File: config.mk
export PLATFORM = sky130hd
export DESIGN_NAME = mem_access_stage_flat
export DESIGN_NICKNAME = d
export VERILOG_FILES = /design/src/rtl/mem_access_stage_if.sv /design/src/rtl/mem_access_stage.sv /design/src/flat_wrapper.sv
export SDC_FILE = /design/constraint.sdc
export NUM_CORES = 2
export LEC_CHECK = 0
export CAP_MARGIN = 10
export CORE_MARGIN = 2
export CORE_UTILIZATION = 35
export CTS_BUF_LIST = sky130_fd_sc_hd__clkbuf_4 sky130_fd_sc_hd__clkbuf_8 sky130_fd_sc_hd__clkbuf_16
export CTS_CLUSTER_DIAMETER = 50
export CTS_CLUSTER_SIZE = 16
export DETAILED_ROUTE_END_ITERATION = 12
export PLACE_DENSITY = 0.52
export SLEW_MARGIN = 5
export SYNTH_ARGS = -nofsm -noshare
export SYNTH_HDL_FRONTEND = slang
export SYNTH_SLANG_ARGS = --single-unit
File: constraint.sdc
create_clock -name i_clk -period 2.9 [get_ports i_clk]
set_input_delay 0.435 -clock i_clk [delete_from_list [all_inputs] [get_ports i_clk]]
set_output_delay 0.435 -clock i_clk [all_outputs]
set_load 0.02 [all_outputs]
File: src/rtl/mem_access_stage_if.sv
// Bus bundle between the EX/MEM latch, the MEM stage and the debug dump consumer.
// master drives the stage inputs; slave is the MEM stage itself.
interface mem_access_stage_if #(
   parameter int NB_DATA      = 32,
   parameter int NB_WORD_ADDR = 5
);
   logic [1:0]              i_pipeline_mode;
   logic                    i_run_clockcycle;
   logic                    i_mem_read;
   logic                    i_mem_write;
   logic [2:0]              i_funct3;
   logic [NB_DATA-1:0]      i_alu_result;
   logic [NB_DATA-1:0]      i_write_data;
   logic                    i_WB;
   logic [4:0]              i_instruct_11_7;
   logic                    i_EOF_flag;
   logic [NB_DATA-1:0]      o_read_data;
   logic [NB_DATA-1:0]      o_alu_result;
   logic                    o_WB;
   logic [4:0]              o_instruct_11_7;
   logic                    o_EOF_flag;
   logic                    o_misaligned;
   logic                    i_dump_start;
   logic                    i_dump_ready;
   logic                    o_dump_valid;
   logic [NB_WORD_ADDR-1:0] o_dump_addr;
   logic [NB_DATA-1:0]      o_dump_data;
   logic                    o_dump_done;
   logic                    o_busy;

   modport master (
      output i_pipeline_mode, i_run_clockcycle, i_mem_read, i_mem_write, i_funct3,
             i_alu_result, i_write_data, i_WB, i_instruct_11_7, i_EOF_flag,
             i_dump_start, i_dump_ready,
      input  o_read_data, o_alu_result, o_WB, o_instruct_11_7, o_EOF_flag,
             o_misaligned, o_dump_valid, o_dump_addr, o_dump_data, o_dump_done, o_busy
   );

   modport slave (
      input  i_pipeline_mode, i_run_clockcycle, i_mem_read, i_mem_write, i_funct3,
             i_alu_result, i_write_data, i_WB, i_instruct_11_7, i_EOF_flag,
             i_dump_start, i_dump_ready,
      output o_read_data, o_alu_result, o_WB, o_instruct_11_7, o_EOF_flag,
             o_misaligned, o_dump_valid, o_dump_addr, o_dump_data, o_dump_done, o_busy
   );
endinterface

File: src/rtl/mem_access_stage.sv
// MEM stage: word-organised data memory with byte/half/word loads and stores,
// write-back control pass-through and a ready/valid memory dump port.
module mem_access_stage #(
   parameter int NB_DATA      = 32,
   parameter int NB_WORD_ADDR = 5
) (
   input  logic               i_clk,
   input  logic               i_reset_n,
   mem_access_stage_if.slave  bus
);
   localparam int DEPTH  = 1 << NB_WORD_ADDR;
   localparam int NLANES = NB_DATA / 8;

   typedef enum logic [1:0] {ST_IDLE, ST_SEND, ST_DONE} dump_state_t;

   dump_state_t             state_q;
   logic [NB_WORD_ADDR-1:0] idx_q;
   logic [NB_DATA-1:0]      mem_q [DEPTH];

   logic                    advance;
   logic                    busy;
   logic [NB_WORD_ADDR-1:0] word_idx;
   logic [1:0]              lane;
   logic [2:0]              f3;
   logic                    load_ok;
   logic                    store_ok;
   logic                    half_bad;
   logic                    word_bad;
   logic                    misaligned;
   logic                    store_en;
   logic [NB_DATA-1:0]      rd_word;
   logic [7:0]              rd_byte;
   logic [15:0]             rd_half;
   logic [NB_DATA-1:0]      read_data;
   logic [NLANES-1:0]       wr_be;
   logic [NB_DATA-1:0]      wr_src;
   logic [NB_DATA-1:0]      wr_word;

   assign f3       = bus.i_funct3;
   assign word_idx = bus.i_alu_result[NB_WORD_ADDR+1:2];
   assign lane     = bus.i_alu_result[1:0];
   assign advance  = (bus.i_pipeline_mode == 2'b01) |
                     ((bus.i_pipeline_mode == 2'b11) & bus.i_run_clockcycle);
   assign busy     = (state_q != ST_IDLE);

   // Legal encodings: loads LB/LH/LW/LBU/LHU, stores SB/SH/SW.
   assign load_ok    = (f3 == 3'b000) | (f3 == 3'b001) | (f3 == 3'b010) |
                       (f3 == 3'b100) | (f3 == 3'b101);
   assign store_ok   = ~f3[2] & (f3[1:0] != 2'b11);
   assign half_bad   = (f3[1:0] == 2'b01) & lane[0];
   assign word_bad   = (f3[1:0] == 2'b10) & (lane != 2'b00);
   assign misaligned = (bus.i_mem_read | bus.i_mem_write) &
                       (half_bad | word_bad |
                        (bus.i_mem_read & ~load_ok) | (bus.i_mem_write & ~store_ok));
   assign store_en   = bus.i_mem_write & ~misaligned & advance & ~busy;

   // Reads always see the pre-edge contents, so a same-cycle store shows old data.
   assign rd_word = mem_q[word_idx];
   assign rd_byte = rd_word[{lane, 3'b000} +: 8];
   assign rd_half = rd_word[{lane[1], 4'b0000} +: 16];

   // Load extraction and sign/zero extension.
   always_comb begin
      read_data = '0;
      if (bus.i_mem_read && !misaligned) begin
         case (f3)
            3'b000:  read_data = {{(NB_DATA-8){rd_byte[7]}}, rd_byte};
            3'b100:  read_data = {{(NB_DATA-8){1'b0}}, rd_byte};
            3'b001:  read_data = {{(NB_DATA-16){rd_half[15]}}, rd_half};
            3'b101:  read_data = {{(NB_DATA-16){1'b0}}, rd_half};
            3'b010:  read_data = rd_word;
            default: read_data = '0;
         endcase
      end
   end

   // Store lane enables; the source data is replicated so each lane sees its slice.
   always_comb begin
      wr_be  = '0;
      wr_src = bus.i_write_data;
      case (f3[1:0])
         2'b00: begin
            wr_be  = NLANES'(1) << lane;
            wr_src = {NLANES{bus.i_write_data[7:0]}};
         end
         2'b01: begin
            wr_be  = lane[1] ? 4'b1100 : 4'b0011;
            wr_src = {(NLANES/2){bus.i_write_data[15:0]}};
         end
         2'b10:   wr_be = '1;
         default: wr_be = '0;
      endcase
   end

   // Merge enabled lanes into the current word so unwritten lanes are preserved.
   generate
      for (genvar gi = 0; gi < NLANES; gi++) begin : g_lane
         assign wr_word[gi*8 +: 8] = wr_be[gi] ? wr_src[gi*8 +: 8] : rd_word[gi*8 +: 8];
      end
   endgenerate

   // Data memory: cleared on reset, one word written per committed store.
   always_ff @(posedge i_clk or negedge i_reset_n) begin
      if (!i_reset_n) begin
         for (int i = 0; i < DEPTH; i++) mem_q[i] <= '0;
      end else if (store_en) begin
         mem_q[word_idx] <= wr_word;
      end
   end

   // Dump sequencer: stream every word in index order, then pulse done for one cycle.
   always_ff @(posedge i_clk or negedge i_reset_n) begin
      if (!i_reset_n) begin
         state_q <= ST_IDLE;
         idx_q   <= '0;
      end else begin
         case (state_q)
            ST_IDLE: begin
               if (bus.i_dump_start) begin
                  state_q <= ST_SEND;
                  idx_q   <= '0;
               end
            end
            ST_SEND: begin
               if (bus.i_dump_ready) begin
                  idx_q <= idx_q + 1'b1;
                  if (idx_q == {NB_WORD_ADDR{1'b1}}) state_q <= ST_DONE;
               end
            end
            ST_DONE:  state_q <= ST_IDLE;
            default:  state_q <= ST_IDLE;
         endcase
      end
   end

   assign bus.o_read_data     = read_data;
   assign bus.o_misaligned    = misaligned;
   assign bus.o_alu_result    = bus.i_alu_result;
   assign bus.o_WB            = bus.i_WB;
   assign bus.o_instruct_11_7 = bus.i_instruct_11_7;
   assign bus.o_EOF_flag      = bus.i_EOF_flag;
   assign bus.o_dump_valid    = (state_q == ST_SEND);
   assign bus.o_dump_addr     = idx_q;
   assign bus.o_dump_data     = (state_q == ST_SEND) ? mem_q[idx_q] : '0;
   assign bus.o_dump_done     = (state_q == ST_DONE);
   assign bus.o_busy          = busy;
endmodule

File: src/flat_wrapper.sv
// flat-port wrapper written by rule: the top's interface ports become plain ports
module mem_access_stage_flat 
#(
   parameter int NB_DATA      = 32,
   parameter int NB_WORD_ADDR = 5
)
  (i_clk, i_reset_n, bus_i_pipeline_mode, bus_i_run_clockcycle, bus_i_mem_read, bus_i_mem_write, bus_i_funct3, bus_i_alu_result, bus_i_write_data, bus_i_WB, bus_i_instruct_11_7, bus_i_EOF_flag, bus_i_dump_start, bus_i_dump_ready, bus_o_read_data, bus_o_alu_result, bus_o_WB, bus_o_instruct_11_7, bus_o_EOF_flag, bus_o_misaligned, bus_o_dump_valid, bus_o_dump_addr, bus_o_dump_data, bus_o_dump_done, bus_o_busy);
  mem_access_stage_if #(.NB_DATA(NB_DATA), .NB_WORD_ADDR(NB_WORD_ADDR)) bus_i ();
  input  logic i_clk;
  input  logic i_reset_n;
  input wire logic [$bits(bus_i.i_pipeline_mode)-1:0] bus_i_pipeline_mode;
  input wire logic [$bits(bus_i.i_run_clockcycle)-1:0] bus_i_run_clockcycle;
  input wire logic [$bits(bus_i.i_mem_read)-1:0] bus_i_mem_read;
  input wire logic [$bits(bus_i.i_mem_write)-1:0] bus_i_mem_write;
  input wire logic [$bits(bus_i.i_funct3)-1:0] bus_i_funct3;
  input wire logic [$bits(bus_i.i_alu_result)-1:0] bus_i_alu_result;
  input wire logic [$bits(bus_i.i_write_data)-1:0] bus_i_write_data;
  input wire logic [$bits(bus_i.i_WB)-1:0] bus_i_WB;
  input wire logic [$bits(bus_i.i_instruct_11_7)-1:0] bus_i_instruct_11_7;
  input wire logic [$bits(bus_i.i_EOF_flag)-1:0] bus_i_EOF_flag;
  input wire logic [$bits(bus_i.i_dump_start)-1:0] bus_i_dump_start;
  input wire logic [$bits(bus_i.i_dump_ready)-1:0] bus_i_dump_ready;
  output wire logic [$bits(bus_i.o_read_data)-1:0] bus_o_read_data;
  output wire logic [$bits(bus_i.o_alu_result)-1:0] bus_o_alu_result;
  output wire logic [$bits(bus_i.o_WB)-1:0] bus_o_WB;
  output wire logic [$bits(bus_i.o_instruct_11_7)-1:0] bus_o_instruct_11_7;
  output wire logic [$bits(bus_i.o_EOF_flag)-1:0] bus_o_EOF_flag;
  output wire logic [$bits(bus_i.o_misaligned)-1:0] bus_o_misaligned;
  output wire logic [$bits(bus_i.o_dump_valid)-1:0] bus_o_dump_valid;
  output wire logic [$bits(bus_i.o_dump_addr)-1:0] bus_o_dump_addr;
  output wire logic [$bits(bus_i.o_dump_data)-1:0] bus_o_dump_data;
  output wire logic [$bits(bus_i.o_dump_done)-1:0] bus_o_dump_done;
  output wire logic [$bits(bus_i.o_busy)-1:0] bus_o_busy;
  assign bus_i.i_pipeline_mode = bus_i_pipeline_mode;
  assign bus_i.i_run_clockcycle = bus_i_run_clockcycle;
  assign bus_i.i_mem_read = bus_i_mem_read;
  assign bus_i.i_mem_write = bus_i_mem_write;
  assign bus_i.i_funct3 = bus_i_funct3;
  assign bus_i.i_alu_result = bus_i_alu_result;
  assign bus_i.i_write_data = bus_i_write_data;
  assign bus_i.i_WB = bus_i_WB;
  assign bus_i.i_instruct_11_7 = bus_i_instruct_11_7;
  assign bus_i.i_EOF_flag = bus_i_EOF_flag;
  assign bus_i.i_dump_start = bus_i_dump_start;
  assign bus_i.i_dump_ready = bus_i_dump_ready;
  assign bus_o_read_data = bus_i.o_read_data;
  assign bus_o_alu_result = bus_i.o_alu_result;
  assign bus_o_WB = bus_i.o_WB;
  assign bus_o_instruct_11_7 = bus_i.o_instruct_11_7;
  assign bus_o_EOF_flag = bus_i.o_EOF_flag;
  assign bus_o_misaligned = bus_i.o_misaligned;
  assign bus_o_dump_valid = bus_i.o_dump_valid;
  assign bus_o_dump_addr = bus_i.o_dump_addr;
  assign bus_o_dump_data = bus_i.o_dump_data;
  assign bus_o_dump_done = bus_i.o_dump_done;
  assign bus_o_busy = bus_i.o_busy;
  mem_access_stage #(.NB_DATA(NB_DATA), .NB_WORD_ADDR(NB_WORD_ADDR)) u_core (.i_clk(i_clk), .i_reset_n(i_reset_n), .bus(bus_i));
endmodule
======== Yosys cells after proc, flatten, opt, wreduce, memory -nomap -nowiden ========
Cells that the tools add are included.
cells by class
  muxes and demuxes ....................... 26
  equality and inequality tests ........... 15
  add/sub/neg operators ................... 1
  div/mod/pow operators ................... 0
  multipliers ............................. 0
  reduce and logical (&&, ||, !) cells .... 11
  magnitude comparators ................... 3
  bitwise operators ....................... 26
  shift operators ......................... 3
operator list
  kind                                                                  number
  1024-bit bitwise mux                                                  1
  32-bit binary-select mux with 5-bit select                            2
  32-bit 2-to-1 mux                                                     7
  32-bit demux with 5-bit select                                        1
  32-bit one-hot mux with 5 select lines                                1
  32-bit one-hot mux with 2 select lines                                1
  8-bit 2-to-1 mux                                                      4
  32-bit by 6-bit variable part select with 16-bit output               1
  32-bit by 6-bit variable part select with 8-bit output                1
  6-bit >= comparator, second input constant                            2
  5-bit inverter with 6-bit output                                      2
  4-bit one-hot mux with 3 select lines                                 1
  1-bit AND                                                             10
  5-bit 2-to-1 mux                                                      2
  5-bit one-hot mux with 2 select lines                                 1
  1-bit bitwise OR                                                      9
  2-bit by 1-bit == test with 1-bit output, second input constant       3
  2-bit == test, second input constant                                  3
  3-bit == test, second input constant                                  2
  6-bit by 1-bit < comparator with 1-bit output, second input constant  1
  2-bit 2-to-1 mux                                                      3
  2-bit inequality test, second input constant                          3
  3-bit AND reduction                                                   2
  2-bit nonzero test                                                    3
  other kinds (13)                                                      19
storage, ports and cells
  bits in registers ....................... 1,031
  ROM bits ................................ 0
  output and inout port bits .............. 112
  bits in latches ......................... 0
  word-level logic and storage cells ...... 119
  memory bits (writable) .................. 0
  input port bits ......................... 83
  memories ................................ 0

======== Depth between registers and ports, before layout ========
  depth after elaboration ................. 14
  depth in mapped cells ................... 12
  gate-level depth less buffers ........... 6

======== Least setup slack after synthesis ========
Ideal clock, no wire load.
  kind .................................... input to output
  from .................................... in bus_i_alu_result[3]
  to ...................................... out bus_o_read_data[21]
  data required time ...................... 2.465 ns
  path slack .............................. -0.366 ns
  data arrival time ....................... 2.831 ns
  path buffers ............................ 6
  stages on the path ...................... 12
  cell sequence ........................... buf_2 > buf_6 > buf_6 > buf_4 > buf_2 > mux2i_1 > o22ai_1 > nor4_1 > nand3_1 > buf_2 > a41oi_1 > o21ai_0
on the way
  word-level cells in the longest chain between the ends .. 7
  elaborated cells on any way between the ends .. 8
  those cells by class .................... shift (2); mux (5); bitwise (1)
ends and longest elaborated chain
  what                                                                                                                               line                                            RTL
  start, declared                                                                                                                    flat_wrapper.sv:16                              input wire logic [$bits(bus_i.i_alu_result)-1:0] bus_i_alu_result;
  5-bit inverter with 6-bit output (not written as such) *                                                                           mem_access_stage.sv:58                          assign rd_word = mem_q[word_idx];
  32-bit binary-select mux with 5-bit select *                                                                                       mem_access_stage.sv:58
  32-bit 2-to-1 mux (not written as such) * (2 in series)                                                                            mem_access_stage.sv:58
  32-bit by 6-bit variable part select with 16-bit output or 32-bit by 6-bit variable part select with 8-bit output (tied branches)  mem_access_stage.sv:60, mem_access_stage.sv:59
  32-bit one-hot mux with 5 select lines *                                                                                           mem_access_stage.sv:66                          case (f3)
  32-bit 2-to-1 mux *                                                                                                                mem_access_stage.sv:65                          if (bus.i_mem_read && !misaligned) begin
  end, declared                                                                                                                      flat_wrapper.sv:23                              output wire logic [$bits(bus_i.o_read_data)-1:0] bus_o_read_data;
Every way passes the cells marked *; elsewhere a longest branch is shown, timed or not. The select of a mux whose other input is x is not followed.

======== Worst setup path after layout ========
  from .................................... reg u_core.idx_q[0], in the netlist u_core.bus.o_dump_addr[0]
  to ...................................... out bus_o_dump_data[7]
on the way
  word-level cells in the longest chain between the ends .. 5
ends and longest elaborated chain
  what                                                    line                     RTL
  start, declared                                         mem_access_stage.sv:17   logic [NB_WORD_ADDR-1:0] idx_q;
  start signal, assigned                                  mem_access_stage.sv:126  idx_q <= idx_q + 1'b1;
  5-bit inverter with 6-bit output (not written as such)  mem_access_stage.sv:144  assign bus.o_dump_data = (state_q == ST_SEND) ? mem_q[idx_q] : '0;
  32-bit binary-select mux with 5-bit select              mem_access_stage.sv:144
  32-bit 2-to-1 mux (not written as such) (2 in series)   mem_access_stage.sv:144
  32-bit 2-to-1 mux                                       mem_access_stage.sv:144
  end, declared                                           flat_wrapper.sv:31       output wire logic [$bits(bus_i.o_dump_data)-1:0] bus_o_dump_data;
Every way passes these cells. The select of a mux whose other input is x is not followed.

==> flow_summary.json <==
{
  "grt_pass1_vias": 43900,
  "die_y_um": 405,
  "setup-tns-final_ns": -43.18,
  "critPathKind": "reg2out",
  "path_cells": "buf_12 -> buf_16 -> buf_16 -> buf_8 -> mux4_2 -> mux4_2 -> nand2_2 -> a21oi_2 -> buf_6 -> buf_6",
  "drive_gt1_share_pct": 62.8,
  "cp_slowest_cell": "dfrtp_4",
  "critPathMaxFanout": 5,
  "setup_slack_ns": -0.857,
  "netlist_top_cells_count": "1,031 x dfrtp_1, 669 x mux2_2, 544 x mux4_2",
  "p_total_w": 0.0406,
  "antenna_left": 0,
  "gp_congestion": 0.963,
  "syn-num-nets": 4088,
  "place_area_mm2": 0.0713,
  "cp-start-kind": "flop",
  "clock-sinks": 1031,
  "dp.cells": 7130,
  "hold_violations": 0,
  "endpoint_kind": "output pin",
  "fmax_mhz": 266,
  "nFillCells": 13800,
  "multi_input_area_mm2": 0.0298,
  "dominantRegCellSynth": "dfrtp_1",
  "setup_violations": 64,
  "rsz0062_at_grt": "yes",
  "violations": "negative setup slack",
  "netlist_instances": 4003,
  "wl_mm": 227,
  "min_period_over_period_pct": 130,
  "vias_per_cell": 5.73,
  "vias": 43000,
  "hold_class": "in2async",
  "status": "finished with violations",
  "cts_max_level": 4,
  "yosys_register_bits": 1031,
  "portBuffers": 130,
  "clk_latency_ns": 0.80,
  "track_usage_pct": 27.7,
  "synthArstFlopShare_pct": 100,
  "synth.area.top_cells": "dfrtp_1 46%, mux4_2 22%, mux2_2 13%, mux2_4 2.5%, a21oi_1 2.1%",
  "cts-root-buf": "clkbuf_16",
  "ys_seq_area_share_pct": 45.8,
  "drt-wirelength-per-cell_um": 30.3,
  "mappedNetlistArea_mm2": 0.0563,
  "maxSlewViolCount": 0,
  "syn_area_per_cell_um2": 14.1,
  "yosys.area.top_type": "dfrtp_1",
  "num_io_pins": 195,
  "relSlewSlack_pct": 25.2,
  "firstDrtPassIters": 6,
  "grt_max_degree": 77,
  "rows": 147,
  "irDropWorstVdd_v": 0.000614,
  "antenna_found_initial": 2,
  "dpl.hpwl_mm": 157,
  "core_area_mm2": 0.160,
  "drt_iter0_drc": 4481,
  "nNetsFinal": 5326,
  "cts_tree": "yes",
  "grt_pass1_wl_mm": 326,
  "yosys_warnings": 0,
  "clkSlewWorstSetupHoldPaths_ns": 0.06,
  "drc": 0,
  "diodes": 0,
  "fin_cells": 7511,
  "fin_hold_ws_ns": 0.226,
  "clockBufferDepth": 3,
  "cts_buffers": 133,
  "cp.required_ns": 2.47,
  "synth_cell_types": 57,
  "globalRoute.totalOverflow": 0,
  "die_w_um": 405,
  "final_cell_area_mm2": 0.0791,
  "synth_edf_count": 0,
  "worst_slew_pin_slew_ns": 1.11,
  "powerDensity_mw_per_mm2": 513,
  "maxCapViolCount": 0,
  "initial_core_util_pct": 35.2,
  "syn_to_final_growth_pct": 40.5,
  "netlist.area_leader.share_pct": 45.8,
  "fin_worst_skew_ns": 0.0358,
  "p_leak_nw": 36.5,
  "seq_area_mm2": 0.0258,
  "crit_path_max_incr_delay_ns": 0.51,
  "arrival_ns": 3.32,
  "die_area_mm2": 0.164,
  "period_minus_slack_ns": 3.76,
  "synthMostInstantiatedCell": "dfrtp_1"
}
cell usage in the layout (no fill, tap or decap), drive strengths merged, types with 15 or more instances in the layout:
master         Yosys  final
nor4              33     33
nand2            158    158
nand4             16     16
a41oi             17     17
o21ai            101    101
clkinv             0     33
clkbuf           188    156
inv                8     40
mux2i             95     95
clkdlybuf4s50      0     51
a21oi            249    249
buf              289   1513
nor2             232    232
a22oi            112    112
mux4             544    544
o22ai             47     47
mux2             778    778
dfrtp           1031   1031
clkinvlp           0     15
stage by stage:
stage          setup WS (ns)  util [%]
4_1_cts               -0.930      49.0
3_5_place_dp           -1.41      44.5
6_report              -0.857      49.4
5_1_grt               -0.887      49.4
2_1_floorplan        -0.0807         -
3_3_place_gp           -1.38      44.5
final timing paths:
check | to | slack [ns] | start | cells past startpoint
max in group asynchronous | u_core.mem_q[545] | 1.59 | i_reset_n | 3
worst max-delay path | bus_o_dump_data[7] | -0.86 | u_core.bus.o_dump_addr[0] | 10
worst max register to register | u_core.mem_q[588] | 0.11 | u_core.state_q[1] | 8
worst min register to register | u_core.mem_q[920] | 0.52 | u_core.mem_q[920] | 2
min in group i_clk | u_core.state_q[1] | 0.37 | bus_i_dump_ready | 2
worst min-delay path | u_core.mem_q[343] | 0.23 | i_reset_n | 2
metal layers:
metal	global-route usage [%]	wire length, µm	vias up
met5	0	7	-
met4	9.82	8750	2
met3	5.57	17300	422
li1	-	-	17900
met2	43.1	105000	1774
met1	38.6	96400	22900
cell families (layout without fill, tap and decap cells):
group	count (synthesis)	after routing	share of synthesized area (%)
adders and majority gates	2	2	0.0444
muxes	1417	1417	39.6
buffers and inverters	485	1833	4.22
DFF	1031	1031	45.8
and+or+nand+nor	518	518	4.53
AOI/OAI and AO/OA	550	550	5.81
flip-flops by register name (all words and copies together) (netlist names):
signal                  cells
u_core.mem_q             1024
u_core.state_q              2
u_core.bus.o_dump_addr      5
worst max-delay path, delay by kind of cell (launching register included):
family	cells	cell delay [ns]
AOI/OAI and AO/OA	1	0.06
buffers and inverters	6	0.89
and+or+nand+nor	1	0.09
muxes	2	0.94
DFF	1	0.51
power breakdown:
group	total (W)	leakage [nW]	switching [W]	internal (W)
clock network	0.0179	2.29	0.00752	0.0104
registers	0.0146	14.4	0.000134	0.0145
logic	0.00814	19.8	0.00456	0.00358
layout make-up:
| cell class | count | area share (%) |
|---|---|---|
| flip-flops and latches | 1031 | 32.6 |
| inverters | 8 | 0.0379 |
| multi-input cells | 2487 | 37.7 |
| well taps | 2160 | 3.41 |
| clock inverters | 94 | 1.55 |
| repair buffers | 1580 | 20.2 |
| clock buffers | 151 | 4.47 |
what timing repair did:
item	CTS	global route
gates resized for setup	566	150
gates cloned	15	5
hold endpoints to repair	31	0
hold buffers	1	0
setup endpoints to repair	136	95
pin swaps	69	64
buffers inserted	95	39
Note: power is estimated with default switching activity, not from simulation.
